[config.mk]
export PLATFORM = sky130hd
export DESIGN_NAME = uart_tx_fifo_flat
export DESIGN_NICKNAME = d
export VERILOG_FILES = /design/src/rtl/uart_tx_fifo_if.sv /design/src/rtl/uart_tx_fifo.sv /design/src/flat_wrapper.sv
export SDC_FILE = /design/constraint.sdc
export NUM_CORES = 1
export LEC_CHECK = 0
export ABC_AREA = 1
export BUFFER_PORTS_ARGS = -buffer_cell sky130_fd_sc_hd__clkbuf_2
export CAP_MARGIN = 15
export CORE_ASPECT_RATIO = 1.4
export CORE_MARGIN = 1.5
export CORE_UTILIZATION = 59
export CTS_BUF_LIST = sky130_fd_sc_hd__clkbuf_8
export CTS_CLUSTER_SIZE = 25
export DETAILED_ROUTE_END_ITERATION = 16
export HOLD_SLACK_MARGIN = 0.1
export PLACE_DENSITY = 0.75
export SKIP_LAST_GASP = 1
export SYNTH_ARGS = -nofsm -noshare
export SYNTH_HDL_FRONTEND = slang
export SYNTH_SLANG_ARGS = --single-unit
[constraint.sdc]
create_clock -name sclk -period 2.5 [get_ports sclk]
set_input_delay 0.375 -clock sclk [delete_from_list [all_inputs] [get_ports sclk]]
set_output_delay 0.375 -clock sclk [all_outputs]
set_load 0.03 [all_outputs]
[src/rtl/uart_tx_fifo_if.sv]
// -----------------------------------------------------------------------------
// uart_tx_fifo_if
//   Byte-push and status bundle for the UART transmit path.
//   master : upstream byte source (rfifo drain / cmd_decode)
//   slave  : uart_tx_fifo
//   Signals:
//     tx_data_in  [7:0] byte to queue
//     tx_wr_en          push tx_data_in this cycle
//     tx_full           FIFO full, further pushes are dropped
//     tx_overflow       sticky, a push was dropped while full
//     tx_busy           frame in progress
//     tx_done           one-cycle pulse on the last cycle of each stop bit
//     rs232_tx          serial line, idle high
// -----------------------------------------------------------------------------
interface uart_tx_fifo_if;
   logic [7:0] tx_data_in;
   logic       tx_wr_en;
   logic       tx_full;
   logic       tx_overflow;
   logic       tx_busy;
   logic       tx_done;
   logic       rs232_tx;

   modport master (
      output tx_data_in,
      output tx_wr_en,
      input  tx_full,
      input  tx_overflow,
      input  tx_busy,
      input  tx_done,
      input  rs232_tx
   );

   modport slave (
      input  tx_data_in,
      input  tx_wr_en,
      output tx_full,
      output tx_overflow,
      output tx_busy,
      output tx_done,
      output rs232_tx
   );
endinterface

[src/rtl/uart_tx_fifo.sv]
// -----------------------------------------------------------------------------
// uart_tx_fifo
//   UART 8N1 transmitter fed by a 2^FIFO_AW byte FIFO. Bytes are sent
//   LSB-first, BAUD_CNT sclk cycles per bit, frames back-to-back while
//   bytes remain queued.
//
//   Optional feature: define UART_TX_PARITY_EN to insert an even-parity bit
//   between the data bits and the stop bit (8E1, 11 bit times per frame).
//
//   Ports:
//     sclk   system clock
//     s_rst  asynchronous active-high reset
//     bus    uart_tx_fifo_if.slave (push side, status flags, rs232_tx)
//
//   FSM states:
//     state  | meaning
//     IDLE   | line high, waiting for a queued byte
//     START  | start bit (line low)
//     DATA   | 8 data bits, LSB first
//     PARITY | even parity bit (UART_TX_PARITY_EN only)
//     STOP   | stop bit (line high), tx_done on its last cycle
// -----------------------------------------------------------------------------
module uart_tx_fifo #(
   parameter int BAUD_CNT = 5208,
   parameter int FIFO_AW  = 4
) (
   input  logic            sclk,
   input  logic            s_rst,
   uart_tx_fifo_if.slave   bus
);

   localparam int DEPTH = 1 << FIFO_AW;
   localparam int BW    = (BAUD_CNT > 1) ? $clog2(BAUD_CNT) : 1;
   localparam logic [BW-1:0]      BAUD_LAST = BW'(BAUD_CNT - 1);
   localparam logic [BW-1:0]      BAUD_PRE  = BW'(BAUD_CNT - 2);
   localparam logic [FIFO_AW:0]   CNT_FULL  = (FIFO_AW + 1)'(DEPTH);

   typedef enum logic [2:0] {
      IDLE   = 3'd0,
      START  = 3'd1,
      DATA   = 3'd2,
      STOP   = 3'd3
`ifdef UART_TX_PARITY_EN
      , PARITY = 3'd4
`endif
   } state_t;

   logic [7:0]         mem [DEPTH];
   logic [FIFO_AW-1:0] wr_ptr;
   logic [FIFO_AW-1:0] rd_ptr;
   logic [FIFO_AW:0]   count;
   logic               overflow_q;

   state_t             state;
   logic [BW-1:0]      baud_cnt;
   logic [2:0]         bit_cnt;
   logic [7:0]         shift_reg;
   logic               tx_line;
   logic               busy_q;
   logic               done_q;
`ifdef UART_TX_PARITY_EN
   logic               parity_bit;
`endif

   logic               full;
   logic               empty;
   logic               push;
   logic               pop;
   logic               bit_end;
   logic [7:0]         head;

   assign full    = (count == CNT_FULL);
   assign empty   = (count == '0);
   assign push    = bus.tx_wr_en && !full;
   assign bit_end = (baud_cnt == BAUD_LAST);
   assign head    = mem[rd_ptr];
   // The FSM takes a byte either from IDLE or on the last stop cycle, which
   // is what makes consecutive frames gap-free.
   assign pop     = !empty && ((state == IDLE) || (state == STOP && bit_end));

   assign bus.tx_full     = full;
   assign bus.tx_overflow = overflow_q;
   assign bus.tx_busy     = busy_q;
   assign bus.tx_done     = done_q;
   assign bus.rs232_tx    = tx_line;

   always_ff @(posedge sclk) begin
      if (push) begin
         mem[wr_ptr] <= bus.tx_data_in;
      end
   end

   always_ff @(posedge sclk or posedge s_rst) begin
      if (s_rst) begin
         wr_ptr     <= '0;
         rd_ptr     <= '0;
         count      <= '0;
         overflow_q <= 1'b0;
      end else begin
         if (push) begin
            wr_ptr <= wr_ptr + 1'b1;
         end
         if (pop) begin
            rd_ptr <= rd_ptr + 1'b1;
         end
         case ({push, pop})
            2'b10:   count <= count + 1'b1;
            2'b01:   count <= count - 1'b1;
            default: count <= count;
         endcase
         // A pop in the same cycle does not rescue a push made while full.
         if (bus.tx_wr_en && full) begin
            overflow_q <= 1'b1;
         end
      end
   end

   always_ff @(posedge sclk or posedge s_rst) begin
      if (s_rst) begin
         state      <= IDLE;
         baud_cnt   <= '0;
         bit_cnt    <= '0;
         shift_reg  <= '0;
         tx_line    <= 1'b1;
         busy_q     <= 1'b0;
         done_q     <= 1'b0;
`ifdef UART_TX_PARITY_EN
         parity_bit <= 1'b0;
`endif
      end else begin
         done_q <= 1'b0;
         case (state)
            IDLE: begin
               baud_cnt <= '0;
               if (pop) begin
                  shift_reg  <= head;
`ifdef UART_TX_PARITY_EN
                  parity_bit <= ^head;
`endif
                  tx_line    <= 1'b0;
                  busy_q     <= 1'b1;
                  state      <= START;
               end
            end

            START: begin
               if (bit_end) begin
                  baud_cnt  <= '0;
                  bit_cnt   <= '0;
                  tx_line   <= shift_reg[0];
                  shift_reg <= shift_reg >> 1;
                  state     <= DATA;
               end else begin
                  baud_cnt <= baud_cnt + 1'b1;
               end
            end

            DATA: begin
               if (bit_end) begin
                  baud_cnt <= '0;
                  if (bit_cnt == 3'd7) begin
`ifdef UART_TX_PARITY_EN
                     tx_line <= parity_bit;
                     state   <= PARITY;
`else
                     tx_line <= 1'b1;
                     state   <= STOP;
`endif
                  end else begin
                     tx_line   <= shift_reg[0];
                     shift_reg <= shift_reg >> 1;
                     bit_cnt   <= bit_cnt + 3'd1;
                  end
               end else begin
                  baud_cnt <= baud_cnt + 1'b1;
               end
            end

`ifdef UART_TX_PARITY_EN
            PARITY: begin
               if (bit_end) begin
                  baud_cnt <= '0;
                  tx_line  <= 1'b1;
                  state    <= STOP;
               end else begin
                  baud_cnt <= baud_cnt + 1'b1;
               end
            end
`endif

            STOP: begin
               if (bit_end) begin
                  baud_cnt <= '0;
                  if (pop) begin
                     shift_reg  <= head;
`ifdef UART_TX_PARITY_EN
                     parity_bit <= ^head;
`endif
                     tx_line    <= 1'b0;
                     state      <= START;
                  end else begin
                     busy_q <= 1'b0;
                     state  <= IDLE;
                  end
               end else begin
                  baud_cnt <= baud_cnt + 1'b1;
                  // Registered pulse: raised one cycle early so it lands on
                  // the final stop cycle.
                  if (baud_cnt == BAUD_PRE) begin
                     done_q <= 1'b1;
                  end
               end
            end

            default: begin
               busy_q  <= 1'b0;
               tx_line <= 1'b1;
               state   <= IDLE;
            end
         endcase
      end
   end

endmodule
[src/flat_wrapper.sv]
// flat-port wrapper written by rule: the top's interface ports become plain ports
module uart_tx_fifo_flat 
#(
   parameter int BAUD_CNT = 5208,
   parameter int FIFO_AW  = 4
)
  (sclk, s_rst, bus_tx_data_in, bus_tx_wr_en, bus_tx_full, bus_tx_overflow, bus_tx_busy, bus_tx_done, bus_rs232_tx);
  uart_tx_fifo_if bus_i ();
  input  logic sclk;
  input  logic s_rst;
  input wire logic [$bits(bus_i.tx_data_in)-1:0] bus_tx_data_in;
  input wire logic [$bits(bus_i.tx_wr_en)-1:0] bus_tx_wr_en;
  output wire logic [$bits(bus_i.tx_full)-1:0] bus_tx_full;
  output wire logic [$bits(bus_i.tx_overflow)-1:0] bus_tx_overflow;
  output wire logic [$bits(bus_i.tx_busy)-1:0] bus_tx_busy;
  output wire logic [$bits(bus_i.tx_done)-1:0] bus_tx_done;
  output wire logic [$bits(bus_i.rs232_tx)-1:0] bus_rs232_tx;
  assign bus_i.tx_data_in = bus_tx_data_in;
  assign bus_i.tx_wr_en = bus_tx_wr_en;
  assign bus_tx_full = bus_i.tx_full;
  assign bus_tx_overflow = bus_i.tx_overflow;
  assign bus_tx_busy = bus_i.tx_busy;
  assign bus_tx_done = bus_i.tx_done;
  assign bus_rs232_tx = bus_i.rs232_tx;
  uart_tx_fifo #(.BAUD_CNT(BAUD_CNT), .FIFO_AW(FIFO_AW)) u_core (.sclk(sclk), .s_rst(s_rst), .bus(bus_i));
endmodule
==> impl_metrics.csv, run 1 <==
group,metric,value,unit
pwr,total_power,6.14,mW
drt,post_drt_wl_per_cell,15.9,um
synthesis,synth_top_area_share,48.6,%
worst_setup_path,crit_required,2.85,ns
placement,place_area,8180,sq um
worst_setup_path,reg2regPathDepth,14,
global_routing,grt_start_max_net_pins,69,
timing,clock.fmax,418,MHz
synthesis,synth.area.top_cells,"edfxtp_1, dfrtp_1, nand2_1",
global_routing,grt_pass1_vias,5643,
timing,timing.final.ws_setup,0.108,ns
worst_hold_path,hold_class,"in2reg",
layout,largest_register_ffs,128,
timing,slew_violations,0,
layout,layout_commonest_cell,"nand2_1",
clocking,clkLatencyLatePin,0.45,ns
layout,drive_gt1_share,11.5,%
synthesis,syn_area,7900,sq um
clocking,cts.sinks,171,
layout,layout.nets,864,
worst_setup_path,start_kind,"flip-flop",
floorplanning,die_w,101,um
drt,drtAntennaViolNets,0,
placement,place_hpwl,10800,um
global_routing,grtUsageMet3,4.64,%
worst_setup_path,critPathSlowestCell,"dfrtp_1",
global_routing,grt_pass1_wl,26400,um
timing,fin_tns_setup,0,ns
worst_setup_path,cp_max_fo,5,
global_routing,met1_usage,27.2,%
drt,via_per_inst,5.29,
worst_hold_path,whs_path_depth,2,
worst_setup_path,path_class,"reg2reg",
layout,design_area,8690,sq um
flow_run,drv_cap,0,
synthesis,synthCells,808,
worst_setup_path,crit_buf_inv,2,
synthesis,syn_nets,836,
clocking,clk_pin_slew,0.09,ns
floorplanning,coreArea,12900,sq um
worst_hold_path,holdCritStartpoint,"bus_tx_wr_en",
floorplanning,row_count,49,
drt,first_pass_iters,5,
layout,syn2layout_area_growth,9.93,%
floorplanning,die_y,140,um
worst_setup_path,r2r_end,"u_core.count[4]",
layout,mostFrequentLayoutCells,"nand2_1, edfxtp_1, inv_1",
worst_setup_path,crit_arrival,2.74,ns
worst_setup_path,worstReg2RegStart,"u_core.count[2]",
synthesis,synth_top_area_cell,"edfxtp_1",
worst_setup_path,startpoint,"u_core.count[2]",
synthesis,ys_types,40,
synthesis,synth_simple_gate_area_share,23.0,%
floorplanning,io_pins,16,
synthesis,synth.avg_cell_area,9.78,sq um
clocking,cts-buffers-inserted,17,
floorplanning,die-area,14100,sq um
clocking,htreeDepth,4,
synthesis,synth_compound_area_share,2.60,%
drt,drt-total-wl,16400,um
global_routing,antenna_found_initial,0,
worst_setup_path,critPathMaxStageDelay,0.45,ns
timing,finalHoldViolCount,0,
timing,fin_skew,0.0182,ns
global_routing,grt_busiest_layer,"met2",
timing,finalCritPeriodShare,95.7,%
pwr,power_density,706,nW/um^2
floorplanning,initial_core_util,61.1,%
clocking,cts_root_buffer,"clkbuf_8",
clocking,clock_path_buffers,2,
synthesis,synth_top_family_by_area,"simple AND/OR/NAND/NOR gates",
pwr,peakVddDrop,0.551,mV
placement,dp_slack,-0.0769,ns
worst_setup_path,reg2reg_setup_slack,0.11,ns
drt,drc_errors,0,
global_routing,overflow,0,
placement,gp_congestion,0.861,
global_routing,grtUsageMet2,46.1,%
worst_setup_path,path_cells,"nor2_1, nand3_1, nor2_1, inv_1, nand2_2, ha_4, xor2_2, ha_2, inv_2, nand2_2, a31oi_1, xor2_1, nand2_1, nand2_1",
worst_setup_path,path_delay_family,"simple AND/OR/NAND/NOR gates",
drt,vias,5434,
synthesis,synth_mux_area_share,0,%
pwr,p_leak,3.82,nW
timing,fin_crit,2.39,ns
run_status,status,"finished, final reports clean",
timing,relSlewSlack,46.4,%
global_routing,gr-usage-all-layers,24.9,%
clocking,tritoncts,"done",
timing,worst_pin_slew,0.801,ns
synthesis,synth_warnings,0,
timing,whs,0.166,ns
placement,io_buffers,15,
timing,setup_viol_count_final,0,
synthesis,synth_xor_area_share,1.77,%
synthesis,synthAdderAreaFrac,2.69,%
worst_setup_path,end_kind,"flip-flop",
synthesis,synth-seq-cells,171,
layout,antenna_cells,0,
synthesis,synth_seq_area_share,62.3,%
worst_hold_path,hold_end,"u_core.bus.tx_overflow",
drt,drtIter0Drc,437,
## power breakdown
| part | switching, mW | internal, mW |
|---|---|---|
| registers | 0.137 | 3.35 |
| clock network | 0.982 | 0.889 |
| logic | 0.553 | 0.224 |
| total | 1.67 | 4.47 |
## stage by stage
stage	instances	util (%)
6_report	1027	67.2
5_1_grt	1027	67.2
4_1_cts	1023	66.4
3_5_place_dp	988	63.2
3_3_place_gp	988	63.2
2_1_floorplan	808	-
## cells in the mapped netlist (all sizes together)
cell type  number
dfrtp          42
dfstp           1
o21a            1
nor2           58
nand3         105
nor4b           1
o21bai          1
a21boi          1
ha             17
and2            1
and3b           1
nand2         242
xnor2           4
or2             2
nor3b           2
clkbuf          4
o21ai          26
a21oi           3
edfxtp        128
a21o            1
nand4           4
xor2           12
nand3b          1
clkinv          4
inv           121
a31oi           3
buf            22
## repair_timing
item,in CTS,in global routing
hold endpoints to repair,29,0
pin swaps,1,2
resized for setup,2,16
hold buffers,1,0
setup buffers,2,3
endpoints found under the setup margin,2,6
cloned,0,0
## how the worst max path moves through the flow
| stage | cells past startpoint | end | slack [ns] |
|---|---|---|---|
| floorplan | 14 | u_core.count[4] | 0.02 |
| global placement | 16 | u_core.count[4] | 0.06 |
| detailed placement | 16 | u_core.count[4] | -0.08 |
| CTS | 16 | u_core.count[4] | 0.01 |
| global route | 14 | u_core.count[4] | -0.05 |
| finish | 14 | u_core.count[4] | 0.11 |
## area by class of cell
| cell class | count | area, sq um |
|---|---|---|
| well taps | 178 | 223 |
| fillers | 965 | 4250 |
| inverters | 125 | 474 |
| clock buffers | 17 | 234 |
| multi-input cells | 486 | 2430 |
| clock inverters | 15 | 150 |
| flip-flops and latches | 171 | 4920 |
| repair buffers | 35 | 253 |
## routing by layer
| layer | up-vias | routed length, um |
|---|---|---|
| li1 | 2655 | - |
| met1 | 2595 | 6110 |
| met2 | 151 | 9020 |
| met3 | 33 | 747 |
| met4 | 0 | 487 |
| met5 | - | 0 |
## cell families after synthesis
| family | count (synthesis) |
|---|---|
| flops | 171 |
| xor+xnor | 16 |
| buf+inv | 151 |
| fa+ha+maj | 17 |
| simple gates | 417 |
| compound gates | 36 |
Note: power is estimated with default switching activity, not from simulation.
==> run 2, diff against run 1 <==
- CORE_UTILIZATION: 59 -> 35
- MAX_ROUTING_LAYER: default -> met4
- PLACE_DENSITY: 0.75 -> 0.47
==> impl_metrics.csv, run 2 (synthesis results as in run 1) <==
group,metric,value,unit
flow_run,drv_cap,0,
layout,mostFrequentLayoutCells,"nand2_1, edfxtp_1, inv_1",
global_routing,grt_pass1_wl,29200,um
pwr,p_clk_share,31.0,%
worst_setup_path,r2r_end,"u_core.count[4]",
worst_setup_path,critPathMaxStageDelay,0.43,ns
worst_setup_path,crit_buf_inv,3,
drt,drc_errors,0,
drt,via_per_inst,4.58,
worst_setup_path,cp_max_fo,4,
global_routing,overflow,0,
drt,post_drt_wl_per_cell,16.0,um
layout,syn2layout_area_growth,11.1,%
worst_setup_path,reg2reg_setup_slack,0.12,ns
pwr,p_leak,3.82,nW
layout,stdcell_count,1144,
placement,place_hpwl,11900,um
worst_setup_path,timing.critical_path.to,"u_core.count[4]",
placement,io_buffers,15,
timing,timing.final.ws_setup,0.124,ns
clocking,htreeDepth,4,
placement,dp.cells,1109,
worst_setup_path,crit_arrival,2.79,ns
worst_setup_path,path_delay_family,"adder cells",
pwr,p_int,4.38,mW
pwr,power_switching,1.75,mW
floorplanning,io_pins,16,
timing,fin_crit,2.38,ns
clocking,cts_root_buffer,"clkbuf_8",
drt,vias,5242,
clocking,clk_pin_slew,0.10,ns
clocking,cts-buffers-inserted,17,
global_routing,grt_start_max_net_pins,57,
worst_setup_path,crit_required,2.91,ns
floorplanning,die_y,181,um
placement,gp_congestion,0.798,
global_routing,antenna_found_initial,0,
worst_setup_path,reg2regPathDepth,14,
run_status,status,"finished, final reports clean",
clocking,cts.sinks,171,
global_routing,grt_pass1_vias,5444,
drt,first_pass_iters,4,
timing,rsz0062_at_grt,"true",
timing,slew_violations,0,
drt,drtIter0Drc,304,
floorplanning,die_w,130,um
timing,whs,0.149,ns
timing,finalCritPeriodShare,95.1,%
floorplanning,die-area,23500,sq um
layout,antenna_cells,0,
pwr,peakVddDrop,0.339,mV
floorplanning,initial_core_util,35.9,%
timing,setup_viol_count_final,0,
clocking,tritoncts,"done",
drt,drt-total-wl,18300,um
timing,relSlewSlack,39.7,%
global_routing,gr-usage-all-layers,17.3,%
worst_setup_path,worst-path-stages,14,
worst_setup_path,path_cells,"ha_1, or2_2, nand2_1, inv_1, nand2_4, inv_1, ha_4, ha_1, inv_1, o21bai_1, a31oi_1, xor2_1, nand2_1, nand2_1",
drt,drtAntennaViolNets,0,
floorplanning,coreArea,22000,sq um
worst_setup_path,start_kind,"flip-flop",
worst_hold_path,hold_class,"in2reg",
worst_setup_path,worstReg2RegStart,"u_core.state[1]",
timing,worst_pin_slew,0.902,ns
timing,clock.fmax,421,MHz
layout,drive_gt1_share,10.5,%
placement,dp_slack,-0.0138,ns
pwr,seqPwrFrac,56.8,%
layout,largest_register_ffs,128,
worst_setup_path,critPathSlowestCell,"dfrtp_1",
worst_setup_path,path_class,"reg2reg",
pwr,switching_share,28.6,%
clocking,clock_path_buffers,2,
pwr,power_density,698,nW/um^2
clocking,clkLatencyLatePin,0.46,ns
layout,layout_commonest_cell,"nand2_1",
layout,layout.nets,862,
floorplanning,row_count,64,
timing,fin_skew,0.0197,ns
pwr,pwr-share-comb,12.1,%
worst_setup_path,startpoint,"u_core.state[1]",
timing,finalHoldViolCount,0,
worst_setup_path,end_kind,"flip-flop",
## run 2: power by group through the flow
stage / logic [mW] / clock network, mW / registers, mW
2_1_floorplan: 0.477 / 0 / 3.52
3_3_place_gp: 0.723 / 0 / 3.53
3_5_place_dp: 0.750 / 0 / 3.54
4_1_cts: 0.751 / 1.95 / 3.48
5_1_grt: 0.848 / 2.05 / 3.51
6_report: 0.744 / 1.90 / 3.48
## run 2: what timing repair did
action | in CTS | in global routing
gates resized for setup | 1 | 7
endpoints found under the setup margin | 1 | 10
hold endpoints to repair | 19 | 0
cloned | 0 | 0
pin swaps | 0 | 1
setup buffers | 0 | 2
hold buffers | 1 | 0
## run 2: how the worst min path moves through the flow
| stage | from | to | slack, ns | depth (start not counted) |
|---|---|---|---|---|
| floorplan | u_core.baud_cnt[0] | u_core.baud_cnt[0] | 0.43 | 1 |
| global placement | s_rst | u_core.baud_cnt[5] | 0.39 | 2 |
| detailed placement | s_rst | u_core.baud_cnt[4] | 0.40 | 2 |
| CTS | bus_tx_wr_en | u_core.bus.tx_overflow | 0.11 | 2 |
| global route | bus_tx_wr_en | u_core.bus.tx_overflow | 0.14 | 2 |
| finish | bus_tx_wr_en | u_core.bus.tx_overflow | 0.15 | 2 |
## run 2: cell type report
| cell class | count | area (sq um) |
|---|---|---|
| fill | 2230 | 13200 |
| sequential | 171 | 4920 |
| multi-input combinational | 486 | 2400 |
| inverter | 125 | 474 |
| tap | 297 | 372 |
| timing repair buffer | 33 | 238 |
| clock buffer | 17 | 234 |
| clock inverter | 15 | 138 |
## run 2: through the flow
stage	setup TNS [ns]	total power, mW	instance area (sq um)	util, %
2_1_floorplan	0	4.00	7900	-
3_3_place_gp	0	4.25	8360	38.0
3_5_place_dp	-0.0138	4.29	8360	38.0
4_1_cts	0	6.18	8740	39.7
5_1_grt	-0.00579	6.42	8780	39.9
6_report	0	6.13	8780	39.9
## run 2: routing by layer
| layer | vias to the layer above | GRT usage [%] | part of all wire, % |
|---|---|---|---|
| met5 | - | - | 0 |
| met4 | 0 | 5.64 | 1.8 |
| met3 | 21 | 2.90 | 2.1 |
| met2 | 66 | 31.3 | 56 |
| met1 | 2512 | 19.1 | 40 |
| li1 | 2643 | - | - |
